`src/rtl/axis_sample_pacer.sv`:
```
// axis_sample_pacer
// Buffers a bursty AXI-Stream sample source in a small FIFO. It releases one
// sample every CLK_DIV clocks as a single-cycle tvalid strobe. This strobe sets
// the fixed sample rate of the downstream biquad, which has no tready of its own.
//
// Handshake: an input word is accepted on a rising edge where s_axis_tvalid
// and s_axis_tready are both high. s_axis_tready is registered and does not
// depend on s_axis_tvalid. The output side has no ready signal.
// m_axis_tvalid is a one-cycle strobe, and m_axis_tdata is valid only while
// that strobe is high. Between strobes, m_axis_tdata holds its last value.
module axis_sample_pacer #(
  parameter int DATA_WIDTH = 16,
  parameter int FIFO_DEPTH = 16,
  parameter int CLK_DIV    = 5
) (
  input  logic                          clk,
  input  logic                          rst_n,
  input  logic [DATA_WIDTH-1:0]         s_axis_tdata,
  input  logic                          s_axis_tvalid,
  output logic                          s_axis_tready,
  output logic [DATA_WIDTH-1:0]         m_axis_tdata,
  output logic                          m_axis_tvalid,
  input  logic                          enable,
  output logic                          underrun,
  input  logic                          underrun_clr,
  output logic [$clog2(FIFO_DEPTH):0]   fill_level
);

  localparam int AW = $clog2(FIFO_DEPTH);
  localparam int CW = $clog2(FIFO_DEPTH) + 1;
  localparam int DW = (CLK_DIV > 1) ? $clog2(CLK_DIV) : 1;

  localparam logic [DW-1:0] DIV_LAST = DW'(CLK_DIV - 1);
  localparam logic [CW-1:0] DEPTH_C  = CW'(FIFO_DEPTH);
  localparam logic [CW-1:0] ONE_C    = CW'(1);
  localparam logic [AW-1:0] PTR_ONE  = AW'(1);
  localparam logic [DW-1:0] DIV_ONE  = DW'(1);

  // Storage and state
  logic [DATA_WIDTH-1:0] mem_q [FIFO_DEPTH];
  logic [AW-1:0]         wr_ptr_q, wr_ptr_d;
  logic [AW-1:0]         rd_ptr_q, rd_ptr_d;
  logic [CW-1:0]         count_q,  count_d;
  logic                  tready_q, tready_d;
  logic [DW-1:0]         div_q,    div_d;
  logic                  tvalid_q, tvalid_d;
  logic [DATA_WIDTH-1:0] tdata_q,  tdata_d;
  logic                  underrun_q, underrun_d;

  // Per-cycle events
  logic                  tick;
  logic                  push;
  logic                  pop;
  logic                  empty;

  // Event decode. Pops only see the occupancy before this cycle's push, so a
  // word that arrives in a tick cycle cannot fall through in that same cycle.
  always_comb begin
    empty = (count_q == '0);
    tick  = enable && (div_q == DIV_LAST);
    push  = s_axis_tvalid && tready_q;
    pop   = tick && !empty;
  end

  // Sample-period divider: runs only while enabled and restarts from 0 on
  // every enable rise.
  always_comb begin
    div_d = div_q;
    if (!enable) begin
      div_d = '0;
    end else if (div_q == DIV_LAST) begin
      div_d = '0;
    end else begin
      div_d = div_q + DIV_ONE;
    end
  end

  // FIFO pointers and occupancy. Full and empty come from the count, so the
  // pointers can wrap freely modulo the power-of-two depth.
  always_comb begin
    wr_ptr_d = wr_ptr_q;
    rd_ptr_d = rd_ptr_q;
    count_d  = count_q;
    if (push) begin
      wr_ptr_d = wr_ptr_q + PTR_ONE;
    end
    if (pop) begin
      rd_ptr_d = rd_ptr_q + PTR_ONE;
    end
    unique case ({push, pop})
      2'b10:   count_d = count_q + ONE_C;
      2'b01:   count_d = count_q - ONE_C;
      default: count_d = count_q;
    endcase
    tready_d = (count_d < DEPTH_C);
  end

  // Output strobe, held data and sticky underrun. Set beats clear.
  always_comb begin
    tvalid_d   = pop;
    tdata_d    = tdata_q;
    underrun_d = underrun_q;
    if (pop) begin
      tdata_d = mem_q[rd_ptr_q];
    end
    if (tick && empty) begin
      underrun_d = 1'b1;
    end else if (underrun_clr) begin
      underrun_d = 1'b0;
    end
  end

  // FIFO storage has no reset. Entries are only read after they are written.
  always_ff @(posedge clk) begin
    if (push) begin
      mem_q[wr_ptr_q] <= s_axis_tdata;
    end
  end

  // Control and output registers. An asynchronous reset drops the strobe at
  // once and discards any queued words.
  always_ff @(posedge clk or negedge rst_n) begin
    if (!rst_n) begin
      wr_ptr_q   <= '0;
      rd_ptr_q   <= '0;
      count_q    <= '0;
      tready_q   <= 1'b0;
      div_q      <= '0;
      tvalid_q   <= 1'b0;
      tdata_q    <= '0;
      underrun_q <= 1'b0;
    end else begin
      wr_ptr_q   <= wr_ptr_d;
      rd_ptr_q   <= rd_ptr_d;
      count_q    <= count_d;
      tready_q   <= tready_d;
      div_q      <= div_d;
      tvalid_q   <= tvalid_d;
      tdata_q    <= tdata_d;
      underrun_q <= underrun_d;
    end
  end

  assign s_axis_tready = tready_q;
  assign m_axis_tvalid = tvalid_q;
  assign m_axis_tdata  = tdata_q;
  assign underrun      = underrun_q;
  assign fill_level    = count_q;

endmodule
```
`config.mk`:
```
export PLATFORM = sky130hd
export DESIGN_NAME = axis_sample_pacer
export DESIGN_NICKNAME = d
export VERILOG_FILES = /design/src/rtl/axis_sample_pacer.sv
export SDC_FILE = /design/constraint.sdc
export NUM_CORES = 1
export LEC_CHECK = 0
export CAP_MARGIN = 20
export CORE_ASPECT_RATIO = 1.25
export CORE_MARGIN = 8
export CORE_UTILIZATION = 65
export DETAILED_ROUTE_END_ITERATION = 6
export GPL_TIMING_DRIVEN = 1
export MAX_ROUTING_LAYER = met4
export PLACE_DENSITY = 0.84
export SLEW_MARGIN = 15
export SYNTH_ARGS = -nofsm -noshare
export SYNTH_HDL_FRONTEND = slang
export SYNTH_SLANG_ARGS = --single-unit
```
`constraint.sdc`:
```
create_clock -name clk -period 5.7 [get_ports clk]
set_input_delay 1.14 -clock clk [delete_from_list [all_inputs] [get_ports clk]]
set_output_delay 1.14 -clock clk [all_outputs]
set_load 0.03 [all_outputs]
```
==> Yosys cells after proc, flatten, opt, wreduce, memory -nomap -nowiden <==
Memory sizes are Yosys's and may differ from the RTL's. A register that Yosys moved wholly into a read port is not among the register bits.
Index checks and enable logic that the tools add are counted.
{ "word_totals": {"regBits": 19, "mem_bits_rw": 256, "inputBits": 21, "out_inout_bits": 24, "mem_count": 1} }
{ "mem_list": {"columns": ["memory", "words", "word_bits", "read_ports", "rd_ports_with_merged_regs", "wr", "line", "source"], "rows": [
  ["mem_q", 16, 16, 1, 1, 1, "40", "logic [DATA_WIDTH-1:0] mem_q [FIFO_DEPTH];"]
]} }
{ "classes": {"add_sub_neg": 5, "order_cmp": 1, "n_eq_ne": 3, "n_mux": 7, "n_reduce_logical": 8} }
{ "op_table": {"columns": ["op", "n"], "rows": [
  ["5-bit one-hot mux with 2 select lines", 1],
  ["4-bit by 1-bit adder with 4-bit output (second input constant)", 2],
  ["3-bit two-way mux", 2],
  ["5-bit by 1-bit adder with 5-bit output (second input constant)", 1],
  ["5-bit logical NOT", 1],
  ["5-bit < comparator (second input constant)", 1],
  ["5-bit by 1-bit subtractor with 5-bit output (second input constant)", 1],
  ["1-bit logical AND", 4],
  ["1-bit two-way mux", 4],
  ["3-bit by 1-bit adder with 3-bit output (second input constant)", 1],
  ["3-bit equality test (second input constant)", 1],
  ["2-bit by 1-bit equality test with 1-bit output (second input constant)", 1],
  ["2-bit equality test (second input constant)", 1],
  ["1-bit logical NOT", 2],
  ["2-bit nonzero test", 1]
]} }

==> Logic depth before layout (Yosys ltp) <==
Gate-level depths: netlist (run 1).
{ "logic_depth": {"ltp_word": 6, "depth_mapped": 14, "mapped_depth_nobuf": 13} }

==> Worst setup path before layout (run 1) <==
Ideal clock, no wire load.
{ "synth_timing": {"path_kind": "input to register", "from": "input enable", "to": "register tready_q, in the netlist s_axis_tready", "arrival_ns": 3.210, "t_required_ns": 5.562, "path_slack_ns": 2.353, "path_stages": 12, "path_buffers": 1, "cell_sequence": "nand3_1 nand2b_1 clkbuf_1 inv_1 ha_1 inv_1 fa_1 nor2b_1 o21ai_0 nand3_1 or3b_2 xor2_1"} }
{ "synth_via": {"elab_chain_cells": 5, "word_cells_on_any_way": 6, "cone_classes": "1 x order compare; 2 x eq/ne; 1 x mux; 2 x reduce/logical"} }
{ "synth_rtl": {"columns": ["item", "line", "source"], "rows": [
  ["from (decl)", "23", "input logic enable,"],
  ["1-bit logical AND *", "60", "tick = enable && (div_q == DIV_LAST);"],
  ["1-bit logical AND *", "62", "pop = tick && !empty;"],
  ["net pop", "53", "logic pop;"],
  ["2-bit by 1-bit equality test with 1-bit output or 2-bit equality test (tied branches)", "90", "unique case ({push, pop})"],
  ["5-bit one-hot mux with 2 select lines *", "90", null],
  ["5-bit < comparator *", "95", "tready_d = (count_d < DEPTH_C);"],
  ["net tready_d", "44", "logic tready_q, tready_d;"],
  ["to (signal assigned)", "136", "tready_q <= tready_d;"],
  ["to (decl)", "44", null]
]} }
Mark *: on every way through the listed nets, which the timed path passes. The rest lies on a longest branch.
A chain may end at the register's enable or synchronous reset.

==> Final worst setup path (run 1) <==
Ends and elaborated chain as after synthesis.

==> results.toml, run 1 <==
[outcome]
status = "finished clean"

[worst_setup_path]
end_kind = "register"
cp_data_required_time_ps = 6090
worstSetupStartpointType = "input port"
crit_path_cell_trace = "clkdlybuf4s50_1 > nand3_1 > nand2b_1 > buf_4 > inv_1 > ha_1 > inv_1 > fa_1 > nor2b_1 > o21ai_0 > nand3_1 > or3b_2 > xor2_1"
startpoint = "enable"
slowest_delay_ps = 500
endpoint = "s_axis_tready"
worstPathMaxFanout = 34
r2r_setup_slack_ps = 2460
cp_data_arrival_time_ps = 4110
regToRegStartpoint = "div_q[0]"
reg2reg_depth = 14
cp_slowest_cell = "clkdlybuf4s50_1"
worst-setup-path-type = "in2reg"
crit-reg2reg-capture = "s_axis_tready"

[drt]
via_per_inst = 6.395
drt-met1-wl_um = 9026
dr_wl_met2_um = 12410
top_layer = "met4"
post_drt_wl_per_cell_um = 26.51
wirelength_um = 23310
drc = 0
vias = 5621
ant_nets = 0
drt_iter0_drc = 556
first_pass_iters = 5
routed-wl-met3_um = 1415

[place]
port_buffers = 44
hpwl_um = 13550
pre_cts_ws_ps = 1456
gp_congestion = 0.8054

[sta]
skew_ps = 7.914
period_share = 0.6527
hold_viol_final = 0
timing.fmax_mhz = 268.8
fin_setup_tns_ps = 0
rsz0062_at_grt = "no"
slew_viol_final = 0
setup_viol = 0
worst_slack_ps = 1980
tightest_slew_ps = 843.4
fin_crit_ps = 3720
max_slew_margin = 0.4378

[layout]
fillers = 906
layout_common_cells = "edfxtp_1, mux4_2, nand2_1"
n_antenna_cell = 0
fin_nets = 669
syn_to_final_growth_pct = 14.48
drive_gt1_frac = 0.2244
final_common_cell = "edfxtp_1"

[logic_synthesis]
yosys_warnings = 0
syn_area_sq_um = 11340
ys_types = 30
ys_seq_area_frac = 0.7551
async_flop_share = 0.1203
synth.net_count = 605
yosysTopAreaCellShare = 0.6778
ys_ff_latch = 291
syn_avg_cell_area_sq_um = 19.83
ys.flop_type = "edfxtp_1"
yosys.area.top_type = "edfxtp_1"
netlist_instances = 572
synth.area.top_cells = "edfxtp_1, mux4_2, dfrtp_1"
synth_edf_count = 256

[clock_tree]
cts_max_level = 1
clock_latency_ps = 520
cts_setup_buffers = 0
cts_tree = "yes"
ctsRootBufferMaster = "clkbuf_16"
cts_hold_buffers = 0
cts_sinks = 291
clk_transition_reported_paths_ps = 60
clk_path_buf_depth = 3
cts_resized = 0
cts_made_buffers = 27

[hold_path]
hp-class = "reg2reg"

[global_routing]
grt_usage = 0.2269
overflow = 0
grt_max_degree = 52
grt_pass1_vias = 5932
grt_pass1_wl_um = 35960
antenna_found_initial = 0

[pwr]
p_leak_nw = 4.276
powerDensity_nw_per_um2 = 456.0
ir_drop_uv = 442.5

[floorplanning]
num_rows = 54
dieWidth_um = 134.1
fp.coreArea_sq_um = 17300
die-area_sq_um = 21960
die_h_um = 163.7
ios = 45
start_util = 0.6557

[job]
maxCapViolCount = 0
[cell families (layout without fill, tap and decap cells)]
kind of cell | after synthesis | after routing | synth area share
DFF | 291 | 291 | 0.7551
muxes | 97 | 97 | 0.1580
AOI/OAI and AO/OA | 42 | 42 | 0.01909
xor gates and xnor gates | 11 | 11 | 0.008495
buffers and inverters | 43 | 126 | 0.01721
adders and majority gates | 12 | 12 | 0.01390
and+or+nand+nor | 76 | 76 | 0.02824
[registers in the layout, summed over array words and instances (netlist names), named ones only]
name           flops
mem_q            256
m_axis_tdata      16
fill_level         4
rd_ptr_q           4
wr_ptr_q           4
div_q              3
m_axis_tvalid      1
s_axis_tready      1
underrun           1
[report_power, final]
group | switching (W) | internal (W) | total [W]
logic | 0.000710 | 0.000657 | 0.00137
registers | 0.000203 | 0.00256 | 0.00277
clock network | 0.000718 | 0.00107 | 0.00179
[critical path: cells and delay by family]
kind	cells	cell delay (ps)
buffers and inverters	4	1040
AND/OR/NAND/NOR	5	970
adder cells (fa/ha/maj)	2	670
XOR/XNOR	1	170
AO/OA/AOI/OAI	1	110
[cell type report]
class,instances,area (sq um),share of cell area
clock buffer,39,770.7,0.05937
timing repair buffer,65,593.1,0.04568
multi-input combinational,238,2603,0.2005
tap,224,280.3,0.02159
sequential,291,8569,0.6601
inverter,13,48.80,0.003759
clock inverter,9,117.6,0.009059
[metal layers]
layer	global-route usage	up-vias
met3	0.02831	36
met5	-	-
met2	0.3845	250
li1	-	2382
met1	0.2844	2953
met4	0.06854	0
[cells in the mapped netlist (2+ instances only)]
master / count
o21ai_0: 24
dfrtp_1: 35
nand2_1: 45
nand4_1: 2
nor2_1: 14
buf_6: 2
nor3_1: 6
mux2_2: 16
ha_1: 11
xnor2_1: 7
a21oi_1: 3
nand2b_1: 3
inv_1: 13
nand3_1: 2
buf_4: 3
buf_2: 6
o21ai_1: 12
clkbuf_1: 18
edfxtp_1: 256
xor2_1: 4
and2_1: 2
mux2i_1: 17
mux4_2: 64
[worst min-delay path by stage]
stage	startpoint	end	slack, ps	cells past startpoint
2_1_floorplan	div_q[0]	div_q[0]	430	1
3_3_place_gp	div_q[0]	div_q[0]	450	1
3_5_place_dp	m_axis_tdata[3]	m_axis_tdata[3]	470	2
4_1_cts	m_axis_tdata[6]	m_axis_tdata[6]	490	2
5_1_grt	m_axis_tdata[1]	m_axis_tdata[1]	510	2
6_report	div_q[0]	div_q[0]	480	1
[stage by stage]
| stage | cells | instance area (sq um) | hold WS (ps) | total power, W | util |
|---|---|---|---|---|---|
| after floorplan | 572 | 11340 | 430.6 | 0.003713 | - |
| after global placement | 831 | 12090 | 451.2 | 0.004091 | 0.6992 |
| after detailed placement | 831 | 12090 | 473.7 | 0.004168 | 0.6992 |
| after CTS | 879 | 12980 | 491.2 | 0.005961 | 0.7506 |
| after global routing | 879 | 12980 | 509.6 | 0.006149 | 0.7506 |
| final | 879 | 12980 | 484.6 | 0.005920 | 0.7506 |
No activity file was read; power rests on OpenSTA's default activity.
==> run 2: changes to the inputs <==
CORE_UTILIZATION = 60   (was 65)
PLACE_DENSITY = 0.79   (was 0.84)
clock period = 3.7 ns   (was 5.7 ns; I/O delays follow)
==> run 2 against run 1 <==
Against the previous run: wire length down 4.2%; clock power up 46%; final area up 0.70%; sequential power up 53%; non-clock buffer count up 16; register-to-register slack worse by 1600 ps; highest routed layer unchanged; final cell count up 2.8%.
==> results.toml, run 2 (same netlist as run 1, synthesis figures left out) <==
[layout]
fin_util = 0.7015
regMostFlops = "mem_q"
drive_gt1_frac = 0.2396
fin_area_sq_um = 13070
seqCellArea_sq_um = 8569
n_antenna_cell = 0
syn_to_final_growth_pct = 15.28
fin_nets = 685
layout_common_cells = "edfxtp_1, mux4_2, nand2_1"
multiInputGateArea_sq_um = 2603
final_common_cell = "edfxtp_1"
largest_register_ffs = 256
fillers = 1135

[worst_setup_path]
end_kind = "register"
slowest_delay_ps = 500
cpLargestDelayFamily = "simple AND/OR/NAND/NOR gates"
path_buf_inv = 3
cp_slowest_cell = "clkdlybuf4s50_1"
worstPathMaxFanout = 4
cp_data_required_time_ps = 4100
crit_path_cell_trace = "clkdlybuf4s50_1 > nand3_1 > nand2b_1 > inv_1 > ha_1 > inv_1 > fa_1 > nor2b_1 > o21ai_0 > nand3_1 > or3b_2 > xor2_1"
worstSetupStartpointType = "input port"
worst-setup-path-type = "in2reg"
cp_data_arrival_time_ps = 3360

[sta]
fin_crit_ps = 2962
setup_viol = 0
hold_viol_final = 0
tightest_slew_ps = 854.6
rsz0062_at_grt = "no"
max_slew_margin = 0.4282
skew_ps = 5.600
period_share = 0.8004
timing.fmax_mhz = 337.7
slew_viol_final = 0
fin_setup_tns_ps = 0

[clock_tree]
clk_path_buf_depth = 3
cts_resized = 0
ctsRootBufferMaster = "clkbuf_16"
cts_sinks = 291
clock_latency_ps = 520
cts_tree = "yes"
cts_made_buffers = 27
cts_hold_buffers = 0
cts_max_level = 1
cts_setup_buffers = 0
clk_transition_reported_paths_ps = 60

[drt]
wirelength_um = 22320
vias = 5535
drt_iter0_drc = 494
drc = 0
post_drt_wl_per_cell_um = 24.69
ant_nets = 0
via_per_inst = 6.123
first_pass_iters = 4

[hold_path]
hp-class = "in2async"

[place]
placed_area_sq_um = 12240
gp_congestion = 0.8080
port_buffers = 44
hpwl_um = 14000

[global_routing]
grt_usage = 0.1995
antenna_found_initial = 0
grt_max_degree = 36
overflow = 0
grt_pass1_vias = 5937
grt_pass1_wl_um = 34590

[floorplanning]
start_util = 0.6085
die_h_um = 169.7
ios = 45
fp.coreArea_sq_um = 18640
dieWidth_um = 139.0
num_rows = 56
die-area_sq_um = 23580

[pwr]
powerDensity_nw_per_um2 = 688.4
p_leak_nw = 4.343
ir_drop_uv = 433.8
total_power_w = 0.009001

[job]
maxCapViolCount = 0

[outcome]
status = "finished clean"
[run 2: changes by cell type in the layout (fill, tap and decap cells not counted)]
cell | before | now
bufinv_16 | 3 | 1
clkbuf_1 | 7 | 12
buf_4 | 21 | 36
clkinvlp_4 | 1 | 0
clkinv_1 | 4 | 2
buf_12 | 0 | 1
clkinv_2 | 1 | 2
[run 2: path summary, 6_finish.rpt]
kind / from / to / slack [ps] / depth (start not counted)
max in group asynchronous: rst_n / rd_ptr_q[0] / 2740 / 1
min reg2reg: m_axis_tdata[10] / m_axis_tdata[10] / 480 / 2
max reg2reg: div_q[0] / s_axis_tready / 820 / 13
max: enable / s_axis_tready / 740 / 12
min: rst_n / asynchronous set/reset pin / 330 / 1
min in group clk: m_axis_tdata[10] / m_axis_tdata[10] / 480 / 2
[run 2: area by class of cell]
type | instances | area share
multi-input cells | 238 | 0.1991
flip-flops and latches | 291 | 0.6555
repair buffers | 81 | 0.05551
well taps | 232 | 0.02220
clock inverters | 5 | 0.003637
inverters | 13 | 0.003732
clock buffers | 44 | 0.06039
[run 2: per-layer routing]
| layer | GRT usage | routed length [um] |
|---|---|---|
| met1 | 0.2372 | 8596 |
| met2 | 0.3541 | 11920 |
| met3 | 0.03012 | 1492 |
| met4 | 0.04974 | 318 |
| met5 | - | 0 |
[run 2: power breakdown]
group          internal, W  switching (W)  total [W]
Clock              0.00152        0.00109    0.00261
Sequential         0.00395       0.000298    0.00425
Combinational      0.00105        0.00109    0.00214
[run 2: stage by stage]
stage / instances / setup WS [ps] / hold WS, ps
2_1_floorplan: 572 / 752.6 / 430.6
3_3_place_gp: 855 / 328.1 / 442.8
3_5_place_dp: 855 / 220.6 / 467.7
4_1_cts: 904 / 758.7 / 345.1
5_1_grt: 904 / 592.5 / 395.5
6_report: 904 / 738.4 / 334.5
